===== src/rtl/aes_round_sequencer_if.sv =====
// Plaintext-in / ciphertext-out valid/ready streams of the AES round sequencer.
interface aes_round_sequencer_if;
  localparam int unsigned DW = 128;

  logic          in_valid;
  logic          in_ready;
  logic [DW-1:0] in_data;
  logic          out_valid;
  logic          out_ready;
  logic [DW-1:0] out_data;

  modport master (
    output in_valid, in_data, out_ready,
    input  in_ready, out_valid, out_data
  );

  modport slave (
    input  in_valid, in_data, out_ready,
    output in_ready, out_valid, out_data
  );
endinterface


===== src/rtl/aes_round_sequencer.sv =====
// Iterative AES-encryption round controller: holds one block, steps it through
// Nr+1 rounds of an external combinational datapath, then offers the ciphertext.
module aes_round_sequencer #(
  parameter int unsigned Nr = 10,
  parameter int unsigned Nk = 4,
  parameter int unsigned RW = 4
) (
  input  logic                 clk,
  input  logic                 rst,
  aes_round_sequencer_if.slave bus,
  output logic [127:0]         dp_state,
  output logic [RW-1:0]        rk_idx,
  input  logic [127:0]         first_res,
  input  logic [127:0]         mid_res,
  input  logic [127:0]         last_res,
  output logic                 busy
);

  localparam int unsigned DW = 128;

  if ((Nr != Nk + 6) || ((1 << RW) <= Nr)) begin : g_bad_cfg
    $error("aes_round_sequencer: illegal Nr/Nk/RW combination");
  end

  typedef enum logic [1:0] {
    IDLE = 2'd0,
    RUN  = 2'd1,
    DONE = 2'd2
  } fsm_e;

  fsm_e          fsm_q, fsm_d;
  logic [DW-1:0] state_q, state_d;
  logic [RW-1:0] round_q, round_d;

  // State register together with the block and round registers.
  always_ff @(posedge clk or posedge rst) begin
    if (rst) begin
      fsm_q   <= IDLE;
      state_q <= '0;
      round_q <= '0;
    end else begin
      fsm_q   <= fsm_d;
      state_q <= state_d;
      round_q <= round_d;
    end
  end

  // Next-state: only the bus selected by the current round reaches the state.
  always_comb begin
    fsm_d   = IDLE;
    state_d = state_q;
    round_d = round_q;
    case (fsm_q)
      IDLE: begin
        fsm_d = IDLE;
        if (bus.in_valid) begin
          fsm_d   = RUN;
          state_d = bus.in_data;
          round_d = '0;
        end
      end
      RUN: begin
        fsm_d = RUN;
        if (round_q == '0) begin
          state_d = first_res;
          round_d = RW'(1);
        end else if (round_q >= RW'(Nr)) begin
          fsm_d   = DONE;
          state_d = last_res;
          round_d = '0;
        end else begin
          state_d = mid_res;
          round_d = round_q + RW'(1);
        end
      end
      DONE: begin
        fsm_d = bus.out_ready ? IDLE : DONE;
      end
      default: begin
        fsm_d = IDLE;
      end
    endcase
  end

  // Outputs decoded from the registered FSM state only.
  always_comb begin
    bus.in_ready  = 1'b0;
    bus.out_valid = 1'b0;
    busy          = 1'b0;
    case (fsm_q)
      IDLE:    bus.in_ready  = 1'b1;
      RUN:     busy          = 1'b1;
      DONE:    bus.out_valid = 1'b1;
      default: bus.in_ready  = 1'b0;
    endcase
    bus.out_data = state_q;
    dp_state     = state_q;
    rk_idx       = round_q;
  end

endmodule


===== src/flat_wrapper.sv =====
// flat-port wrapper written by rule: the top's interface ports become plain ports
module aes_round_sequencer_flat 
#(
  parameter int unsigned Nr = 10,
  parameter int unsigned Nk = 4,
  parameter int unsigned RW = 4
)
  (clk, rst, dp_state, rk_idx, first_res, mid_res, last_res, busy, bus_in_valid, bus_in_data, bus_out_ready, bus_in_ready, bus_out_valid, bus_out_data);
  aes_round_sequencer_if bus_i ();
  input  logic clk;
  input  logic rst;
  output logic [127:0] dp_state;
  output logic [RW-1:0] rk_idx;
  input  logic [127:0] first_res;
  input  logic [127:0] mid_res;
  input  logic [127:0] last_res;
  output logic busy;
  input wire logic [$bits(bus_i.in_valid)-1:0] bus_in_valid;
  input wire logic [$bits(bus_i.in_data)-1:0] bus_in_data;
  input wire logic [$bits(bus_i.out_ready)-1:0] bus_out_ready;
  output wire logic [$bits(bus_i.in_ready)-1:0] bus_in_ready;
  output wire logic [$bits(bus_i.out_valid)-1:0] bus_out_valid;
  output wire logic [$bits(bus_i.out_data)-1:0] bus_out_data;
  assign bus_i.in_valid = bus_in_valid;
  assign bus_i.in_data = bus_in_data;
  assign bus_i.out_ready = bus_out_ready;
  assign bus_in_ready = bus_i.in_ready;
  assign bus_out_valid = bus_i.out_valid;
  assign bus_out_data = bus_i.out_data;
  aes_round_sequencer #(.Nr(Nr), .Nk(Nk), .RW(RW)) u_core (.clk(clk), .rst(rst), .bus(bus_i), .dp_state(dp_state), .rk_idx(rk_idx), .first_res(first_res), .mid_res(mid_res), .last_res(last_res), .busy(busy));
endmodule

===== config.mk =====
export PLATFORM = sky130hd
export DESIGN_NAME = aes_round_sequencer_flat
export DESIGN_NICKNAME = d
export VERILOG_FILES = /design/src/rtl/aes_round_sequencer_if.sv /design/src/rtl/aes_round_sequencer.sv /design/src/flat_wrapper.sv
export SDC_FILE = /design/constraint.sdc
export NUM_CORES = 1
export LEC_CHECK = 0
export ABC_AREA = 1
export BUFFER_PORTS_ARGS = -buffer_cell sky130_fd_sc_hd__buf_2
export CORE_AREA = 2 2 303 305
export DETAILED_ROUTE_END_ITERATION = 8
export DIE_AREA = 0 0 305 307
export PLACE_DENSITY = 0.38
export SETUP_SLACK_MARGIN = 0.3
export SLEW_MARGIN = 20
export SYNTH_ARGS = -nofsm -noshare
export SYNTH_HDL_FRONTEND = slang
export SYNTH_SLANG_ARGS = --single-unit

===== constraint.sdc =====
create_clock -name clk -period 6.2 [get_ports clk]
set_input_delay 1.55 -clock clk [delete_from_list [all_inputs] [get_ports clk]]
set_output_delay 1.55 -clock clk [all_outputs]
set_load 0.02 [all_outputs]

==> results of run 1 <==
[routing by layer]
layer,GRT usage [%],vias to the layer above,part of all wire (%),routed length (um)
met5,0,-,0.075,48
met4,4.51,8,2.5,1580
met3,3.15,63,6.3,4050
met2,22.8,565,50,31900
met1,16.0,6560,41,26500
li1,-,6825,-,-
[worst max path at each step]
stage                               start                 endpoint
after floorplan                       rst   u_core.bus.out_data[0]
after global placement       bus_in_valid  u_core.bus.out_data[80]
after detailed placement     bus_in_valid  u_core.bus.out_data[67]
after CTS                 u_core.fsm_q[1]                     busy
after global routing      u_core.fsm_q[1]                     busy
final                     u_core.fsm_q[1]                     busy
[power groups by stage]
stage	Clock, mW	Sequential [mW]	Combinational [mW]
after floorplan	0	2.16	3.68
after global placement	0	1.88	5.63
after detailed placement	0	1.87	5.62
after CTS	1.17	1.86	5.64
after global routing	1.19	1.90	6.04
final	1.09	1.84	5.53
[cell families after synthesis]
logic type,synth area share [%]
xor gates and xnor gates,0.142
AOI/OAI and AO/OA,5.62
DFF,27.1
adders and majority gates,0.303
and+or+nand+nor,42.1
buffers and inverters,24.8
[synthesized netlist by cell type, types with 2 or more instances]
library cell,n,share of area [%]
sky130_fd_sc_hd__nand3b_1,128,7.8
sky130_fd_sc_hd__nand2_1,9,0.27
sky130_fd_sc_hd__o22ai_1,3,0.15
sky130_fd_sc_hd__or2_1,132,6.7
sky130_fd_sc_hd__buf_4,136,8.2
sky130_fd_sc_hd__clkbuf_1,61,1.8
sky130_fd_sc_hd__nand3_1,516,21
sky130_fd_sc_hd__clkinv_1,51,1.5
sky130_fd_sc_hd__nor2_1,2,0.061
sky130_fd_sc_hd__or2_0,7,0.35
sky130_fd_sc_hd__a21oi_1,129,5.2
sky130_fd_sc_hd__dfrtp_1,134,27
sky130_fd_sc_hd__or2_2,117,5.9
sky130_fd_sc_hd__inv_1,339,10
sky130_fd_sc_hd__o21ai_1,3,0.12
sky130_fd_sc_hd__ha_1,3,0.30
sky130_fd_sc_hd__buf_2,63,2.5
sky130_fd_sc_hd__buf_1,9,0.27
[sequential cells by signal, indices dropped and copies added (netlist names)]
register             cells
u_core.bus.out_data    128
u_core.rk_idx            4
u_core.fsm_q             2
[cell type report]
cell class,instances,area (um^2)
Antenna cell,6,15.0
Clock buffer,20,457
Clock inverter,12,119
Fill cell,10600,73700
Inverter,391,1470
Multi-Input combinational cell,1055,6020
Sequential cell,134,3360
Tap cell,1186,1480
Timing Repair Buffer,799,4120
[tightest hold or removal path: cells and delay by family, from the launching register on]
family	cells	cell delay, ns
flops	1	0.36
buf+inv	1	0.03
compound gates	1	0.10
simple gates	1	0.11
==> metrics.txt, run 1 <==
# TYPE chip_impl_metric gauge
chip_impl_info{name="status",value="finished, final reports clean"} 1
chip_impl_metric{name="placed_cell_area",unit="um^2"} 16400
chip_impl_metric{name="power.share.switching",unit="%"} 56.0
chip_impl_metric{name="grt_usage",unit="%"} 13.2
chip_impl_metric{name="numPortBuffers",unit=""} 778
chip_impl_metric{name="cts-resized-gates",unit=""} 0
chip_impl_info{name="min_to",value="u_core.bus.out_data[98]"} 1
chip_impl_metric{name="row_count",unit=""} 111
chip_impl_metric{name="max_slew_margin",unit="%"} 35.6
chip_impl_metric{name="syn-mean-instance-area",unit="um^2"} 6.70
chip_impl_metric{name="synthCells",unit=""} 1849
chip_impl_info{name="endpoint_kind",value="output port"} 1
chip_impl_metric{name="fin_crit_sh",unit="%"} 54.2
chip_impl_metric{name="clk_pin_slew_worst_paths",unit="ns"} 0.07
chip_impl_metric{name="vias_per_cell",unit=""} 3.89
chip_impl_info{name="synth_ff_type",value="sky130_fd_sc_hd__dfrtp_1"} 1
chip_impl_info{name="critPathLaunchType",value="register"} 1
chip_impl_metric{name="cells_on_worst_hold_path",unit=""} 3
chip_impl_metric{name="cts_inserted_buffers",unit=""} 17
chip_impl_metric{name="avgRoutedWirePerCell",unit="um"} 17.8
chip_impl_metric{name="drtPass1Iterations",unit=""} 5
chip_impl_metric{name="finalHoldWorstSlack",unit="ns"} 0.637
chip_impl_metric{name="die_area",unit="um^2"} 93600
chip_impl_metric{name="drt_iter0_drc",unit=""} 760
chip_impl_metric{name="finish.net_count",unit=""} 2917
chip_impl_info{name="layout.cells.most_common_list",value="sky130_fd_sc_hd__buf_2, sky130_fd_sc_hd__nand3_1, sky130_fd_sc_hd__inv_1"} 1
chip_impl_metric{name="drc",unit=""} 0
chip_impl_metric{name="fin_setup_tns",unit="ns"} 0
chip_impl_metric{name="power-per-cell-area",unit="nW/um^2"} 497
chip_impl_metric{name="internal_portion_of_total_power",unit="mW"} 3.73
chip_impl_metric{name="dp.final_hpwl",unit="um"} 47500
chip_impl_metric{name="syn-num-nets",unit=""} 2368
chip_impl_metric{name="hold_violations",unit=""} 0
chip_impl_info{name="clockRootBuffer",value="sky130_fd_sc_hd__clkbuf_16"} 1
chip_impl_info{name="reg_to_reg_endpoint",value="u_core.bus.out_data[120]"} 1
chip_impl_metric{name="grt_antenna_before_repair",unit=""} 14
chip_impl_metric{name="power.net_switching",unit="mW"} 4.74
chip_impl_metric{name="clock_sinks",unit=""} 134
chip_impl_metric{name="first_global_vias",unit=""} 13700
chip_impl_metric{name="via_count",unit=""} 14000
chip_impl_metric{name="fp.dieW",unit="um"} 305
chip_impl_metric{name="fin_area",unit="um^2"} 17000
chip_impl_metric{name="totalPowerFinal",unit="mW"} 8.46
chip_impl_info{name="hold_start",value="u_core.bus.out_data[98]"} 1
chip_impl_metric{name="distinct_cell_type_count_of_the_synthesized_netlist",unit=""} 25
chip_impl_metric{name="postCtsHoldBufs",unit=""} 0
chip_impl_metric{name="vdd.ir_drop.worst",unit="V"} 0.000320
chip_impl_metric{name="placedCellCount",unit=""} 3565
chip_impl_metric{name="critical_path_required",unit="ns"} 4.65
chip_impl_metric{name="final-instance-count-excl-fill",unit=""} 3603
chip_impl_metric{name="mappedNetlistArea",unit="um^2"} 12400
chip_impl_metric{name="route.final.wire_length",unit="um"} 64000
chip_impl_metric{name="core_area",unit="um^2"} 90700
chip_impl_metric{name="rd_place_congestion",unit=""} 0.840
chip_impl_metric{name="postSynthRegisterBits",unit=""} 134
chip_impl_metric{name="tightestPinTransition",unit="ns"} 0.967
chip_impl_metric{name="clock_skew",unit="ns"} 0.0208
chip_impl_metric{name="pwr-share-clk",unit="%"} 12.9
chip_impl_metric{name="power_leakage",unit="nW"} 9.39
chip_impl_metric{name="critical_path.max_fanout",unit=""} 55
chip_impl_metric{name="gate_power_share",unit="%"} 65.4
chip_impl_metric{name="synthArstFlopShare",unit="%"} 100
chip_impl_metric{name="fmax",unit="MHz"} 298
chip_impl_metric{name="timing.final.max_slew_violations",unit=""} 0
chip_impl_metric{name="crit_cells",unit=""} 4
chip_impl_metric{name="io_pins",unit=""} 779
chip_impl_metric{name="register_to_register_path_depth",unit=""} 7
chip_impl_metric{name="start_util",unit="%"} 13.7
chip_impl_metric{name="grt_start_max_net_pins",unit=""} 80
chip_impl_info{name="reg2reg_from",value="u_core.rk_idx[3]"} 1
chip_impl_metric{name="postCtsSetupBuffers",unit=""} 0
chip_impl_metric{name="post-place-ws",unit="ns"} 2.77
chip_impl_info{name="critical_path_class",value="register to output port"} 1
chip_impl_metric{name="final.min_clock_period",unit="ns"} 3.36
chip_impl_metric{name="setup-violations-final",unit=""} 0
chip_impl_metric{name="timing.max_cap.violations",unit=""} 0
chip_impl_metric{name="area_growth_syn_to_layout",unit="%"} 37.6
chip_impl_info{name="tritoncts",value="built"} 1
chip_impl_metric{name="yosysWarnings",unit=""} 0
chip_impl_metric{name="synth_enable_flop_cells",unit=""} 0
chip_impl_metric{name="cts_max_level",unit=""} 4
chip_impl_info{name="layout_commonest_cell",value="sky130_fd_sc_hd__buf_2"} 1
chip_impl_metric{name="sequential_power_share",unit="%"} 21.7
chip_impl_metric{name="first_pass_grt_wire_length",unit="um"} 92100
chip_impl_metric{name="grt.overflow.total",unit=""} 0
chip_impl_metric{name="post-route-worst-setup-slack",unit="ns"} 2.84
chip_impl_metric{name="worst_path_largest_cell_delay",unit="ns"} 0.41
chip_impl_info{name="worstHoldPathType",value="register to register"} 1
chip_impl_metric{name="ys_seq_area_share",unit="%"} 27.1
chip_impl_info{name="critical-path-slowest-cell",value="sky130_fd_sc_hd__dfrtp_1"} 1
chip_impl_metric{name="antenna_violating_nets_post_route",unit=""} 0
chip_impl_metric{name="critical_path.n_buffers_inverters",unit=""} 3
chip_impl_metric{name="critical_path_arrival",unit="ns"} 1.81
chip_impl_metric{name="die-height",unit="um"} 307
chip_impl_metric{name="layout.core_utilization",unit="%"} 18.8
chip_impl_metric{name="clkLatencyLatePin",unit="ns"} 0.48
chip_impl_info{name="ordered_cell_list_for_the_critical_path",value="inv_1, nand2_4, inv_2, buf_2"} 1
chip_impl_metric{name="final_layout_size_suffix_gt1_share",unit="%"} 39.8
chip_impl_metric{name="clk_path_buf_depth",unit=""} 2
chip_impl_info{name="timing.critical_path.max_delay_family",value="buffers and inverters"} 1
chip_impl_info{name="rsz0062_at_grt",value="false"} 1
chip_impl_metric{name="reg2reg_setup_slack",unit="ns"} 3.26
No activity file was read; power rests on OpenSTA's default activity.
==> run 2, diff against run 1 <==
--- a/config.mk
+++ b/config.mk
@@ -5,12 +5,12 @@
 export SDC_FILE = /design/constraint.sdc
 export NUM_CORES = 1
 export LEC_CHECK = 0
-export ABC_AREA = 1
+export ABC_AREA = 0
 export BUFFER_PORTS_ARGS = -buffer_cell sky130_fd_sc_hd__buf_2
-export CORE_AREA = 2 2 303 305
+export CORE_AREA = 2 2 307 309
 export DETAILED_ROUTE_END_ITERATION = 8
-export DIE_AREA = 0 0 305 307
-export PLACE_DENSITY = 0.38
+export DIE_AREA = 0 0 309 311
+export PLACE_DENSITY = 0.35
 export SETUP_SLACK_MARGIN = 0.3
 export SLEW_MARGIN = 20
 export SYNTH_ARGS = -nofsm -noshare
==> constraint.sdc (replaced) <==
create_clock -name clk -period 3.3 [get_ports clk]
set_input_delay 0.825 -clock clk [delete_from_list [all_inputs] [get_ports clk]]
set_output_delay 0.825 -clock clk [all_outputs]
set_load 0.02 [all_outputs]
==> run 2 against run 1 <==
Synthesized area fell by 14%. Register-to-register slack got worse by 2.3 ns. First-iteration DRC count fell by 32%. Sequential power rose by 90%. Largest cell class unchanged. Die area rose by 2.6%. Utilization fell by 2.0 points.
==> metrics.txt, run 2 <==
# TYPE chip_impl_metric gauge
chip_impl_info{name="status",value="finished, final reports clean"} 1
chip_impl_metric{name="area_growth_syn_to_layout",unit="%"} 46.5
chip_impl_metric{name="ys_seq_area_share",unit="%"} 31.5
chip_impl_metric{name="synthCells",unit=""} 1160
chip_impl_metric{name="postSynthRegisterBits",unit=""} 134
chip_impl_info{name="critical_path_class",value="register to output port"} 1
chip_impl_metric{name="die-height",unit="um"} 311
chip_impl_metric{name="fin_crit_sh",unit="%"} 74.6
chip_impl_metric{name="postCtsHoldBufs",unit=""} 0
chip_impl_metric{name="hold_violations",unit=""} 0
chip_impl_metric{name="groute.layer.met3.usage",unit="%"} 2.83
chip_impl_metric{name="timing.max_cap.violations",unit=""} 0
chip_impl_metric{name="fin_area",unit="um^2"} 15600
chip_impl_metric{name="tightestPinTransition",unit="ns"} 0.768
chip_impl_metric{name="finish.net_count",unit=""} 2269
chip_impl_metric{name="max_slew_margin",unit="%"} 48.8
chip_impl_metric{name="mappedNetlistArea",unit="um^2"} 10600
chip_impl_metric{name="final-seq-area",unit="um^2"} 3360
chip_impl_info{name="globalRoute.busiestLayer",value="met2"} 1
chip_impl_metric{name="yosysWarnings",unit=""} 0
chip_impl_metric{name="power-per-cell-area",unit="nW/um^2"} 922
chip_impl_info{name="critical-path-slowest-cell",value="sky130_fd_sc_hd__dfrtp_4"} 1
chip_impl_metric{name="sequential_power_share",unit="%"} 24.2
chip_impl_metric{name="drc",unit=""} 0
chip_impl_metric{name="die_area",unit="um^2"} 96100
chip_impl_info{name="timing.critical_path.max_delay_family",value="flip-flops"} 1
chip_impl_metric{name="cts_inserted_buffers",unit=""} 17
chip_impl_metric{name="via_count",unit=""} 10900
chip_impl_metric{name="syn-mean-instance-area",unit="um^2"} 9.18
chip_impl_metric{name="timing.final.max_slew_violations",unit=""} 0
chip_impl_metric{name="final_layout_size_suffix_gt1_share",unit="%"} 52.6
chip_impl_metric{name="internal_portion_of_total_power",unit="mW"} 7.02
chip_impl_info{name="tritoncts",value="built"} 1
chip_impl_metric{name="rd_place_congestion",unit=""} 0.798
chip_impl_metric{name="drt_iter0_drc",unit=""} 515
chip_impl_metric{name="clock_sinks",unit=""} 134
chip_impl_info{name="critPathLaunchType",value="register"} 1
chip_impl_metric{name="yosysTopAreaCellShare",unit="%"} 31.5
chip_impl_info{name="layout.cells.most_common_list",value="sky130_fd_sc_hd__buf_2, sky130_fd_sc_hd__nor2_1, sky130_fd_sc_hd__dfrtp_1"} 1
chip_impl_metric{name="cts_max_level",unit=""} 4
chip_impl_info{name="rsz0062_at_grt",value="false"} 1
chip_impl_metric{name="pwr-share-clk",unit="%"} 15.1
chip_impl_metric{name="io_pins",unit=""} 779
chip_impl_metric{name="synth_enable_flop_cells",unit=""} 0
chip_impl_metric{name="use_met2",unit="%"} 18.7
chip_impl_info{name="layout_commonest_cell",value="sky130_fd_sc_hd__buf_2"} 1
chip_impl_info{name="synth.cells.most_frequent",value="sky130_fd_sc_hd__nor2_1, sky130_fd_sc_hd__buf_4, sky130_fd_sc_hd__dfrtp_1, sky130_fd_sc_hd__inv_1"} 1
chip_impl_metric{name="antenna_violating_nets_post_route",unit=""} 0
chip_impl_metric{name="fp.dieW",unit="um"} 309
chip_impl_metric{name="fmax",unit="MHz"} 406
chip_impl_metric{name="totalPowerFinal",unit="mW"} 14.4
chip_impl_metric{name="use_met1",unit="%"} 10.6
chip_impl_metric{name="grt_antenna_before_repair",unit=""} 10
chip_impl_metric{name="critical_path_required",unit="ns"} 2.47
chip_impl_metric{name="clk_pin_slew_worst_paths",unit="ns"} 0.07
chip_impl_metric{name="dp.final_hpwl",unit="um"} 39600
chip_impl_metric{name="avgRoutedWirePerCell",unit="um"} 16.7
chip_impl_metric{name="placed_cell_area",unit="um^2"} 14900
chip_impl_info{name="clockRootBuffer",value="sky130_fd_sc_hd__clkbuf_16"} 1
chip_impl_metric{name="clkLatencyLatePin",unit="ns"} 0.47
chip_impl_metric{name="start_util",unit="%"} 11.5
chip_impl_metric{name="critical_path.max_fanout",unit=""} 6
chip_impl_metric{name="numPortBuffers",unit=""} 778
chip_impl_metric{name="route.final.wire_length",unit="um"} 50500
chip_impl_metric{name="vias_per_cell",unit=""} 3.61
chip_impl_metric{name="cts-resized-gates",unit=""} 0
chip_impl_info{name="endpoint_kind",value="output port"} 1
chip_impl_info{name="yosysTopAreaCell",value="sky130_fd_sc_hd__dfrtp_1"} 1
chip_impl_metric{name="power_leakage",unit="nW"} 8.27
chip_impl_metric{name="first_pass_grt_wire_length",unit="um"} 71500
chip_impl_metric{name="critical_path.n_buffers_inverters",unit=""} 1
chip_impl_metric{name="worst_path_largest_cell_delay",unit="ns"} 0.51
chip_impl_metric{name="layout.core_utilization",unit="%"} 16.8
chip_impl_metric{name="critical_path_arrival",unit="ns"} 1.64
chip_impl_metric{name="synthArstFlopShare",unit="%"} 100
chip_impl_metric{name="clock_skew",unit="ns"} 0.0110
chip_impl_metric{name="drtPass1Iterations",unit=""} 4
chip_impl_metric{name="number_of_flip_flops_in_the_largest_register",unit=""} 128
chip_impl_metric{name="gate_power_share",unit="%"} 60.7
chip_impl_info{name="ordered_cell_list_for_the_critical_path",value="nor2b_1, buf_2"} 1
chip_impl_metric{name="grt.overflow.total",unit=""} 0
chip_impl_metric{name="core_area",unit="um^2"} 92800
chip_impl_info{name="post-synth-top-count-cell",value="sky130_fd_sc_hd__nor2_1"} 1
chip_impl_metric{name="power.share.switching",unit="%"} 51.2
chip_impl_metric{name="setup-violations-final",unit=""} 0
chip_impl_metric{name="postCtsSetupBuffers",unit=""} 0
chip_impl_metric{name="vdd.ir_drop.worst",unit="V"} 0.000491
chip_impl_metric{name="grt_start_max_net_pins",unit=""} 130
chip_impl_info{name="synthTopCellsByArea",value="sky130_fd_sc_hd__dfrtp_1, sky130_fd_sc_hd__a221oi_2, sky130_fd_sc_hd__mux2i_1, sky130_fd_sc_hd__a22o_1, sky130_fd_sc_hd__buf_4"} 1
chip_impl_metric{name="grt_usage",unit="%"} 10.0
chip_impl_info{name="worstHoldPathType",value="input pin to async pin"} 1
chip_impl_info{name="synth_ff_type",value="sky130_fd_sc_hd__dfrtp_1"} 1
chip_impl_metric{name="fillers",unit=""} 10600
chip_impl_metric{name="syn-num-nets",unit=""} 1679
chip_impl_metric{name="fin_setup_tns",unit="ns"} 0
chip_impl_metric{name="distinct_cell_type_count_of_the_synthesized_netlist",unit=""} 30
chip_impl_metric{name="final-instance-count-excl-fill",unit=""} 3023
chip_impl_metric{name="multi_input_area",unit="um^2"} 5290
chip_impl_metric{name="final.min_clock_period",unit="ns"} 2.46
chip_impl_metric{name="placedCellCount",unit=""} 2985
chip_impl_metric{name="clk_path_buf_depth",unit=""} 2
chip_impl_metric{name="first_global_vias",unit=""} 11300
chip_impl_metric{name="power.net_switching",unit="mW"} 7.36
chip_impl_metric{name="row_count",unit=""} 112
==> run 2: cell count changes in the layout (fill, tap and decap cells not counted), sizes merged, moves of 127 or more <==
cell,delta
mux2i,+129
nor2,+252
a21oi,-127
nand3,-514
nand3b,-128
or2,-256
inv,-214
a22o,+129
a221oi,+128
==> run 2: power by group through the flow <==
stage	logic [mW]	registers, mW	clock network [mW]
after floorplan	6.17	4.15	0
after global placement	8.84	3.49	0
after detailed placement	8.86	3.51	0
after CTS	8.85	3.51	2.32
after global routing	9.33	3.59	2.37
final	8.72	3.49	2.17
==> run 2: kinds of logic (layout without fill, tap and decap cells) <==
group	count (synthesis)	count (layout)	synth area share, %
AND/OR/NAND/NOR	267	267	9.69
flip-flops	134	134	31.5
buffers and inverters	360	963	19.2
multiplexers	129	129	12.1
XOR/XNOR	1	1	0.0823
other	0	6	0
AO/OA/AOI/OAI	266	266	27.1
adder cells (fa/ha/maj)	3	3	0.353
==> run 2: path summary, 6_finish.rpt <==
check,from,endpoint,slack [ns],cells after the start
worst max-delay path,u_core.fsm_q[0],busy,0.84,2
worst min-delay path,rst,u_core.bus.out_data[82],0.46,2
worst max register to register,u_core.rk_idx[0],u_core.bus.out_data[63],0.96,6
worst min register to register,u_core.bus.out_data[29],u_core.bus.out_data[29],0.59,2
max in group asynchronous,rst,u_core.fsm_q[0],2.13,3
min in group clk,u_core.bus.out_data[29],u_core.bus.out_data[29],0.59,2
==> run 2: stage by stage <==
stage | setup slack [ns] | hold slack [ns]
global route | 0.674 | 0.451
CTS | 0.744 | 0.431
global placement | 0.995 | 0.564
finish | 0.837 | 0.461
floorplan | 0.810 | 0.655
detailed placement | 0.947 | 0.581
==> run 2: cell type report <==
class / instances / area share, %
timing repair buffer: 800 / 27.2
multi-input combinational: 666 / 33.9
clock buffer: 21 / 3.02
inverter: 131 / 3.18
sequential: 134 / 21.5
antenna: 6 / 0.0962
tap: 1254 / 10.1
clock inverter: 11 / 1.11
==> run 2: routing by layer <==
metal	wire, um	share of wire (%)
met1	19200	38
met2	26700	53
met3	3300	6.5
met4	1330	2.6
met5	41	0.081
==> run 3, diff against run 2 <==
--- a/config.mk
+++ b/config.mk
@@ -7,10 +7,10 @@
 export LEC_CHECK = 0
 export ABC_AREA = 0
 export BUFFER_PORTS_ARGS = -buffer_cell sky130_fd_sc_hd__buf_2
-export CORE_AREA = 2 2 307 309
+export CORE_AREA = 2 2 306 308
 export DETAILED_ROUTE_END_ITERATION = 8
-export DIE_AREA = 0 0 309 311
-export PLACE_DENSITY = 0.35
+export DIE_AREA = 0 0 308 310
+export PLACE_DENSITY = 0.36
 export SETUP_SLACK_MARGIN = 0.3
 export SLEW_MARGIN = 20
 export SYNTH_ARGS = -nofsm -noshare
==> constraint.sdc (replaced) <==
create_clock -name clk -period 2.08 [get_ports clk]
set_input_delay 0.52 -clock clk [delete_from_list [all_inputs] [get_ports clk]]
set_output_delay 0.52 -clock clk [all_outputs]
set_load 0.02 [all_outputs]
==> run 3 against run 2 <==
Sequential cell count stayed put. Cell area is 13% higher. Die area is 0.64% lower. Clock skew is 0.0054 ns higher. Routed wire length is 11% higher. Clock power is 59% higher. Register-to-register slack worse by 0.88 ns. Global-route usage is 0.13 points higher. Setup slack worse by 0.76 ns. Critical path type is now register to register. Highest routed layer unchanged.
==> metrics.txt, run 3 (same netlist as run 2, synthesis figures left out) <==
# TYPE chip_impl_metric gauge
chip_impl_info{name="status",value="finished, final reports clean"} 1
chip_impl_info{name="clockRootBuffer",value="sky130_fd_sc_hd__clkbuf_16"} 1
chip_impl_metric{name="totalPowerFinal",unit="mW"} 26.6
chip_impl_metric{name="area_growth_syn_to_layout",unit="%"} 65.4
chip_impl_metric{name="critical_path_arrival",unit="ns"} 2.34
chip_impl_metric{name="internal_portion_of_total_power",unit="mW"} 13.7
chip_impl_metric{name="antenna_violating_nets_post_route",unit=""} 0
chip_impl_metric{name="core_area",unit="um^2"} 92500
chip_impl_metric{name="tightestPinTransition",unit="ns"} 0.428
chip_impl_metric{name="cts_inserted_buffers",unit=""} 17
chip_impl_metric{name="numPortBuffers",unit=""} 778
chip_impl_metric{name="die_area",unit="um^2"} 95500
chip_impl_metric{name="avgRoutedWirePerCell",unit="um"} 18.2
chip_impl_metric{name="fin_area",unit="um^2"} 17600
chip_impl_metric{name="grt_usage",unit="%"} 10.2
chip_impl_metric{name="power.net_switching",unit="mW"} 12.9
chip_impl_metric{name="timing.final.max_slew_violations",unit=""} 0
chip_impl_metric{name="cts_max_level",unit=""} 4
chip_impl_metric{name="row_count",unit=""} 112
chip_impl_metric{name="drt_iter0_drc",unit=""} 419
chip_impl_metric{name="fin_crit_sh",unit="%"} 96.3
chip_impl_metric{name="max_slew_margin",unit="%"} 71.4
chip_impl_metric{name="via_count",unit=""} 11100
chip_impl_metric{name="power_leakage",unit="nW"} 8.93
chip_impl_metric{name="fin_setup_tns",unit="ns"} 0
chip_impl_metric{name="fp.dieW",unit="um"} 308
chip_impl_metric{name="final.min_clock_period",unit="ns"} 2.00
chip_impl_metric{name="clock_skew",unit="ns"} 0.0164
chip_impl_metric{name="io_pins",unit=""} 779
chip_impl_metric{name="critical_path.max_fanout",unit=""} 6
chip_impl_metric{name="gate_power_share",unit="%"} 66.8
chip_impl_metric{name="vias_per_cell",unit=""} 3.61
chip_impl_metric{name="start_util",unit="%"} 11.5
chip_impl_metric{name="drtPass1Iterations",unit=""} 4
chip_impl_info{name="tritoncts",value="built"} 1
chip_impl_metric{name="fmax",unit="MHz"} 499
chip_impl_info{name="critical_path_class",value="register to register"} 1
chip_impl_metric{name="grt_start_max_net_pins",unit=""} 68
chip_impl_metric{name="route.final.wire_length",unit="um"} 56200
chip_impl_metric{name="die-height",unit="um"} 310
chip_impl_metric{name="grt.overflow.total",unit=""} 0
chip_impl_metric{name="dp.final_hpwl",unit="um"} 40500
chip_impl_metric{name="number_of_flip_flops_in_the_largest_register",unit=""} 128
chip_impl_metric{name="first_global_vias",unit=""} 11000
chip_impl_info{name="rsz0062_at_grt",value="true"} 1
chip_impl_metric{name="power.share.switching",unit="%"} 48.5
chip_impl_metric{name="grt_antenna_before_repair",unit=""} 1
chip_impl_info{name="worstHoldPathType",value="input pin to register"} 1
chip_impl_metric{name="setup-violations-final",unit=""} 0
chip_impl_info{name="layout_commonest_cell",value="sky130_fd_sc_hd__buf_2"} 1
chip_impl_metric{name="sequential_power_share",unit="%"} 20.3
chip_impl_metric{name="fillers",unit=""} 10400
chip_impl_metric{name="clock_sinks",unit=""} 134
chip_impl_metric{name="drc",unit=""} 0
chip_impl_metric{name="clk_path_buf_depth",unit=""} 2
chip_impl_metric{name="vdd.ir_drop.worst",unit="V"} 0.000570
chip_impl_info{name="endpoint_kind",value="register"} 1
chip_impl_info{name="layout.cells.most_common_list",value="sky130_fd_sc_hd__buf_2, sky130_fd_sc_hd__nor2_1, sky130_fd_sc_hd__dfrtp_1"} 1
chip_impl_metric{name="rd_place_congestion",unit=""} 0.774
chip_impl_metric{name="final_layout_size_suffix_gt1_share",unit="%"} 59.7
chip_impl_metric{name="critical_path_required",unit="ns"} 2.42
chip_impl_metric{name="clk_pin_slew_worst_paths",unit="ns"} 0.07
chip_impl_metric{name="pwr-share-clk",unit="%"} 12.9
chip_impl_metric{name="finish.net_count",unit=""} 2390
chip_impl_metric{name="placed_cell_area",unit="um^2"} 15500
chip_impl_metric{name="hold_violations",unit=""} 0
chip_impl_metric{name="power-per-cell-area",unit="nW/um^2"} 1510
chip_impl_metric{name="timing.max_cap.violations",unit=""} 0
chip_impl_info{name="critPathLaunchType",value="register"} 1
chip_impl_metric{name="clkLatencyLatePin",unit="ns"} 0.47
chip_impl_metric{name="first_pass_grt_wire_length",unit="um"} 71300
==> run 3: changes by cell type in the layout (fill, tap and decap cells not counted), sizes merged <==
cell         previous run  this run
clkinvlp                5         3
clkbuf                 21        31
dlygate4sd3             0         1
bufbuf                  0         1
inv                   130       131
and2                    1         2
clkinv                  3         5
buf                   800       907
diode                   6         3
==> run 3: final timing paths <==
kind,from,end,slack [ns],cells past startpoint
max,u_core.rk_idx[1],u_core.bus.out_data[1],0.08,7
min,bus_out_ready,u_core.fsm_q[1],0.33,3
max reg2reg,u_core.rk_idx[1],u_core.bus.out_data[1],0.08,7
min reg2reg,u_core.bus.out_data[124],u_core.bus.out_data[124],0.60,2
max in group asynchronous,rst,u_core.rk_idx[2],0.79,5
min in group asynchronous,rst,u_core.bus.out_data[26],0.59,3
==> run 3: layout make-up <==
class / count / area, um^2 / area share (%)
Antenna cell: 3 / 7.51 / 0.0426
Clock buffer: 20 / 447 / 2.54
Clock inverter: 12 / 176 / 1.00
Inverter: 131 / 495 / 2.81
Multi-Input combinational cell: 667 / 5820 / 33.0
Sequential cell: 134 / 3360 / 19.1
Tap cell: 1197 / 1500 / 8.51
Timing Repair Buffer: 920 / 5810 / 33.0
==> run 3: critical path, stage by stage (launching register included) <==
cell	delay (ns)
sky130_fd_sc_hd__dfrtp_1	0.41
sky130_fd_sc_hd__ha_2	0.21
sky130_fd_sc_hd__o31ai_4	0.28
sky130_fd_sc_hd__buf_12	0.18
sky130_fd_sc_hd__clkbuf_16	0.23
sky130_fd_sc_hd__buf_8	0.16
sky130_fd_sc_hd__mux2i_1	0.29
sky130_fd_sc_hd__a221oi_2	0.11
==> run 3: what timing repair did <==
item                       4_1_cts  5_1_grt
gates resized for setup         23      138
setup buffers                   15       15
pin swaps                        1       44
setup endpoints to repair      132      138
hold endpoints to repair         7        0
hold buffers                     1        0
cloned                           5       16
==> run 3: per-layer routing <==
metal  vias to the layer above  track usage, %  wire length, um  share of wire [%]
met5                         -               0               13              0.023
met1                      5262            11.6            22900                 41
met2                       433            18.8            29600                 53
li1                       5414               -                -                  -
met4                         2            2.86              924                1.6
met3                        34            2.36             2800                5.0
==> run 3: per-stage QoR <==
stage	worst slack (ns)	instances	utilization [%]	hold slack, ns
finish	0.0761	3084	19.0	0.330
global route	0.0197	3081	19.0	0.297
CTS	0.0809	3050	17.8	0.269
detailed placement	0.0844	2997	16.7	0.513
global placement	0.102	2997	16.7	0.516
floorplan	-0.105	1160	-	0.655
==> run 3: power groups by stage <==
stage | registers (mW) | clock network (mW) | logic (mW)
final | 5.40 | 3.44 | 17.8
after global routing | 5.60 | 3.74 | 19.0
after CTS | 5.45 | 3.63 | 16.0
after detailed placement | 5.46 | 0 | 14.9
after global placement | 5.51 | 0 | 14.9
after floorplan | 6.58 | 0 | 9.81
